`config.mk`:
```
export PLATFORM = sky130hd
export DESIGN_NAME = flex_fifo_ctrl
export DESIGN_NICKNAME = d
export VERILOG_FILES = /design/src/rtl/flex_fifo_ctrl.sv
export SDC_FILE = /design/constraint.sdc
export NUM_CORES = 1
export LEC_CHECK = 0
export CAP_MARGIN = 30
export CORE_MARGIN = 1.5
export CORE_UTILIZATION = 55
export DETAILED_ROUTE_END_ITERATION = 8
export PLACE_DENSITY = 0.8
export SLEW_MARGIN = 30
export SYNTH_ARGS = -nofsm -noshare
export SYNTH_HDL_FRONTEND = slang
export SYNTH_SLANG_ARGS = --single-unit
export TNS_END_PERCENT = 10
```
`constraint.sdc`:
```
create_clock -name wclk -period 3.3 [get_ports wclk]
set_input_delay 0.66 -clock wclk [delete_from_list [all_inputs] [get_ports wclk]]
set_output_delay 0.66 -clock wclk [all_outputs]
set_load 0.05 [all_outputs]
```
`src/rtl/flex_fifo_ctrl.sv`:
```
// Single-clock FIFO with occupancy/threshold status, sticky error flags,
// synchronous flush and selectable registered or fall-through read port.
module flex_fifo_ctrl #(
  parameter int DATA_WIDTH = 8,
  parameter int ADDR_WIDTH = 2,
  parameter int AF_THRESH  = 3,
  parameter int AE_THRESH  = 1,
  parameter int FWFT       = 0
) (
  input  logic                  wclk,
  input  logic                  rst,
  input  logic                  clear,
  input  logic                  wen,
  input  logic [DATA_WIDTH-1:0] wdata,
  input  logic                  ren,
  output logic [DATA_WIDTH-1:0] rdata,
  output logic                  rvalid,
  output logic                  full,
  output logic                  empty,
  output logic                  almost_full,
  output logic                  almost_empty,
  output logic [ADDR_WIDTH:0]   count,
  output logic                  overflow,
  output logic                  underflow
);

  localparam int DEPTH = 1 << ADDR_WIDTH;
  localparam logic [ADDR_WIDTH:0] DEPTH_CNT = {1'b1, {ADDR_WIDTH{1'b0}}};
  localparam logic [ADDR_WIDTH:0] AF_CNT    = (ADDR_WIDTH+1)'(AF_THRESH);
  localparam logic [ADDR_WIDTH:0] AE_CNT    = (ADDR_WIDTH+1)'(AE_THRESH);

  if (AE_THRESH < 0 || AE_THRESH >= AF_THRESH || AF_THRESH > DEPTH ||
      DATA_WIDTH < 1 || ADDR_WIDTH < 1) begin : g_param_check
    $error("flex_fifo_ctrl: illegal parameter combination");
  end

  logic [DATA_WIDTH-1:0] mem [DEPTH];

  logic [ADDR_WIDTH:0] wptr_q, wptr_d;
  logic [ADDR_WIDTH:0] rptr_q, rptr_d;
  logic [ADDR_WIDTH:0] count_q, count_d;
  logic full_q, full_d, empty_q, empty_d;
  logic af_q, af_d, ae_q, ae_d;
  logic ovf_q, ovf_d, unf_q, unf_d;
  logic wr_acc, rd_acc;

  // Flush wins over both requests, so neither side is accepted in a clear cycle.
  assign wr_acc = wen && !full_q && !clear;
  assign rd_acc = ren && !empty_q && !clear;

  always_comb begin
    wptr_d = wptr_q;
    rptr_d = rptr_q;
    ovf_d  = ovf_q;
    unf_d  = unf_q;
    if (clear) begin
      wptr_d = '0;
      rptr_d = '0;
      ovf_d  = 1'b0;
      unf_d  = 1'b0;
    end else begin
      if (wr_acc) wptr_d = wptr_q + 1'b1;
      if (rd_acc) rptr_d = rptr_q + 1'b1;
      if (wen && full_q)  ovf_d = 1'b1;
      if (ren && empty_q) unf_d = 1'b1;
    end
    // The wrap bits make the pointer difference an exact occupancy 0..DEPTH.
    count_d = wptr_d - rptr_d;
    full_d  = (count_d == DEPTH_CNT);
    empty_d = (count_d == '0);
    af_d    = (count_d >= AF_CNT);
    ae_d    = (count_d <= AE_CNT);
  end

  always_ff @(posedge wclk or posedge rst) begin
    if (rst) begin
      wptr_q  <= '0;
      rptr_q  <= '0;
      count_q <= '0;
      full_q  <= 1'b0;
      empty_q <= 1'b1;
      af_q    <= 1'b0;
      ae_q    <= 1'b1;
      ovf_q   <= 1'b0;
      unf_q   <= 1'b0;
    end else begin
      wptr_q  <= wptr_d;
      rptr_q  <= rptr_d;
      count_q <= count_d;
      full_q  <= full_d;
      empty_q <= empty_d;
      af_q    <= af_d;
      ae_q    <= ae_d;
      ovf_q   <= ovf_d;
      unf_q   <= unf_d;
    end
  end

  always_ff @(posedge wclk) begin
    if (wr_acc) mem[wptr_q[ADDR_WIDTH-1:0]] <= wdata;
  end

  if (FWFT != 0) begin : g_fwft
    // Head word is presented directly; masked to zero while nothing is stored.
    assign rdata  = empty_q ? '0 : mem[rptr_q[ADDR_WIDTH-1:0]];
    assign rvalid = !empty_q;
  end else begin : g_registered
    logic [DATA_WIDTH-1:0] rdata_q;
    logic                  rvalid_q;

    always_ff @(posedge wclk or posedge rst) begin
      if (rst) begin
        rdata_q  <= '0;
        rvalid_q <= 1'b0;
      end else begin
        rvalid_q <= rd_acc;
        if (rd_acc) rdata_q <= mem[rptr_q[ADDR_WIDTH-1:0]];
      end
    end

    assign rdata  = rdata_q;
    assign rvalid = rvalid_q;
  end

  assign count        = count_q;
  assign full         = full_q;
  assign empty        = empty_q;
  assign almost_full  = af_q;
  assign almost_empty = ae_q;
  assign overflow     = ovf_q;
  assign underflow    = unf_q;

endmodule

```
==> flow_metrics.tcl <==
set metrics [dict create \
    worstPathBufferInverterCount 2 \
    ioPinCount 31 \
    drt_first_iter_violations 29 \
    cap_viol_max_count 0 \
    synth-xor-area-share_pct 2.64 \
    finalSetupViolations 0 \
    main_combinational_cell_family_by_area_after_synthesis "multiplexers" \
    post_route_cells_drive_above_1_share_pct 23.4 \
    cts.reportedPaths.clkPinSlew_ps 90 \
    synthMuxAreaShare_pct 12.3 \
    timing.final.max_slew_violations 0 \
    clock_tree.root_cell "sky130_fd_sc_hd__clkbuf_8" \
    critical_path_peak_fanout 4 \
    cts_setup_buffers 0 \
    final_wl_um 3890 \
    grt_overflow_total 0 \
    via_count_of_the_first_global_routing_pass 1240 \
    min-delay-path-class "register to register" \
    synth_ff_type "sky130_fd_sc_hd__edfxtp_1" \
    route.detailed.wl_per_inst_um 17.9 \
    clk_lat_worst_skew_ps 300 \
    vdd_ir_drop_max_uv 431 \
    layout_commonest_cell "sky130_fd_sc_hd__edfxtp_1" \
    num_antenna_cells 0 \
    placeableCoreArea_mm2 0.00400 \
    critical_path.top_delay_family "simple AND/OR/NAND/NOR gates" \
    cts_made_buffers 5 \
    layout.filler_cells 271 \
    cts_tree "yes" \
    core.rowCount 23 \
    final_cell_mix "sky130_fd_sc_hd__edfxtp_1 (32), sky130_fd_sc_hd__clkdlybuf4s50_1 (30), sky130_fd_sc_hd__dfrtp_1 (22)" \
    grt_antenna_before_repair 0 \
    power_leakage_uw 0.00107 \
    async_reset_ff_share_pct 42.9 \
    setup_total_negative_slack_ps 0 \
    setup.worst_path.end_class "register" \
    top_cell_by_count_worst_path "sky130_fd_sc_hd__or2_2" \
    skew_ps 9.37 \
    ant_nets 0 \
    crit_path_cell_trace "clkdlybuf4s50_1 -> and2b_2 -> xnor2_1 -> or2_2 -> ha_1 -> fa_1 -> or2_2 -> o32a_2 -> inv_2 -> nor3_2" \
    synth_simple_gate_area_share_pct 8.37 \
    syn_nets 150 \
    detailed_router_iteration_count_before_antenna_repair 4 \
    cts_max_level 2 \
    die_outline_width_um 67.3 \
    crit_path_start_kind "input pin" \
    power_density_relative_to_cell_area_mw_per_mm2 819 \
    cts_hold_buf 0 \
    post_synthesis_adder_cell_area_fraction_pct 4.18 \
    die_h_um 67.3 \
    grt_pass1_wl_um 6220 \
    crit_arrival_ps 3030 \
    timing.fmax_mhz 359 \
    syn_avg_cell_area_um2 17.5 \
    drc 0 \
    placement.io_buffers 30 \
    max_slew_margin_pct 65.8 \
    worst_ep_required_time_ps 3540 \
    grt_resource_usage_total_pct 20.1 \
    outcome "finished, final reports clean" \
    layout_min_cycle_time_ps 2790 \
    setup_slack_ps 512 \
    post_synth_num_cell_types 31 \
    synth-seq-area-share_pct 68.8 \
    finalHoldViolations 0 \
    finalPower_uw 2230 \
    dpl.hpwl_um 2760 \
    layout-area-overhead-vs-synth_pct 19.8 \
    synth_compound_area_share_pct 1.76 \
    die_area_mm2 0.00453 \
    ctsLongestPathBuffers 2 \
    route.vias.total 1144 \
    finalHoldWorstSlack_ps 513 \
    final.period_utilization_pct 84.5 \
    netlist_instances 130 \
    initial_core_util_pct 56.8 \
    yosys_warnings 0 \
    finalCoreUtilization_pct 68.1 \
    fin_nets 186 \
    postSynthRegisterBits 56 \
    crit_slowest_cell "sky130_fd_sc_hd__clkdlybuf4s50_1" \
    post_cts_resize_count 0 \
    synth_edf_count 32 \
    worst_pin_slew_ps 512 \
    critical-path-max-stage-delay_ps 470 \
    path_class "input pin to register" \
    place_congestion 0.794 \
    cts.sink_count 56 \
    pre_cts_slack_ps 173 \
    netlist_area_mm2 0.00227 \
    maximum_number_of_pins_on_one_net_before_global_route_repair 25 \
    viasPerCell 5.27 \
    grt_setup_unrepaired "no" \
]
## report_power, final
part           switching, uW  leakage (uW)  internal [uW]  total (uW)
logic                    559      0.000433            354         913
clock network            205     0.0000424            152         357
registers               74.6      0.000593            886         960
total                    838       0.00107           1390        2230
## sequential cells by signal, indices dropped and copies added (netlist names)
register / count
count: 3
full: 1
almost_empty: 1
empty: 1
rvalid: 1
overflow: 1
underflow: 1
mem: 32
wptr_q: 3
rdata: 8
rptr_q: 3
almost_full: 1
## worst paths after layout
kind / from / to / cells past startpoint / slack (ps)
setup / recovery: wen / empty$_DFF_PP1_ / 10 / 510
min in group asynchronous: rst / rdata[3]$_DFFE_PP0N_ / 2 / 700
hold / removal: underflow$_DFFE_PP0P_ / underflow$_DFFE_PP0P_ / 2 / 510
max in group asynchronous: rst / almost_empty$_DFF_PP1_ / 2 / 2240
setup reg to reg: full$_DFF_PP0_ / empty$_DFF_PP1_ / 9 / 920
hold reg to reg: underflow$_DFFE_PP0P_ / underflow$_DFFE_PP0P_ / 2 / 510
## through the flow
stage                     instances  instance area, um2
after floorplan                 130                2270
after global placement          209                2640
after detailed placement        209                2640
after CTS                       217                2720
after global routing            217                2720
final                           217                2720
## Yosys cell counts, drive strengths merged (2+ instances only)
cell type   n  area (um2)
buf         2        10.0
edfxtp     32         961
mux2        8        90.1
dfrtp      22         551
nand3b      2        40.0
mux4        8         180
or2         2        12.5
xor2        3        33.8
a21oi       3        15.0
xnor2       3        26.3
nor2       11        48.8
and2        5        33.8
ha          6        75.1
dfstp       2        52.6
nor3        2        20.0
inv         8        30.0
## per-layer routing
| layer | track usage (%) | part of all wire, % | vias to the layer above |
|---|---|---|---|
| met4 | 7.65 | 1.6 | 0 |
| met3 | 5.00 | 3.0 | 5 |
| li1 | - | - | 540 |
| met2 | 33.2 | 51 | 23 |
| met5 | 0 | 0 | - |
| met1 | 26.0 | 44 | 576 |
## cells by family after synthesis
family	Yosys count
AO/OA/AOI/OAI	6
XOR/XNOR	6
adder cells (fa/ha/maj)	7
buffers and inverters	11
flip-flops	56
multiplexers	17
AND/OR/NAND/NOR	27
## tightest hold or removal path, cell delays in order (launching register included)
cell and delay [ps]:
sky130_fd_sc_hd__dfrtp_1 360, sky130_fd_sc_hd__a21oi_1 40, sky130_fd_sc_hd__nor2_1 80
## cell type report
class,instances,area (um2),area share (%)
inverter,8,30.0,1.10
clock buffer,7,76.3,2.80
clock inverter,1,8.76,0.322
sequential,56,1560,57.4
timing repair buffer,32,315,11.6
tap,50,62.6,2.30
multi-input combinational,63,666,24.4
(Power assumes the default switching activity.)
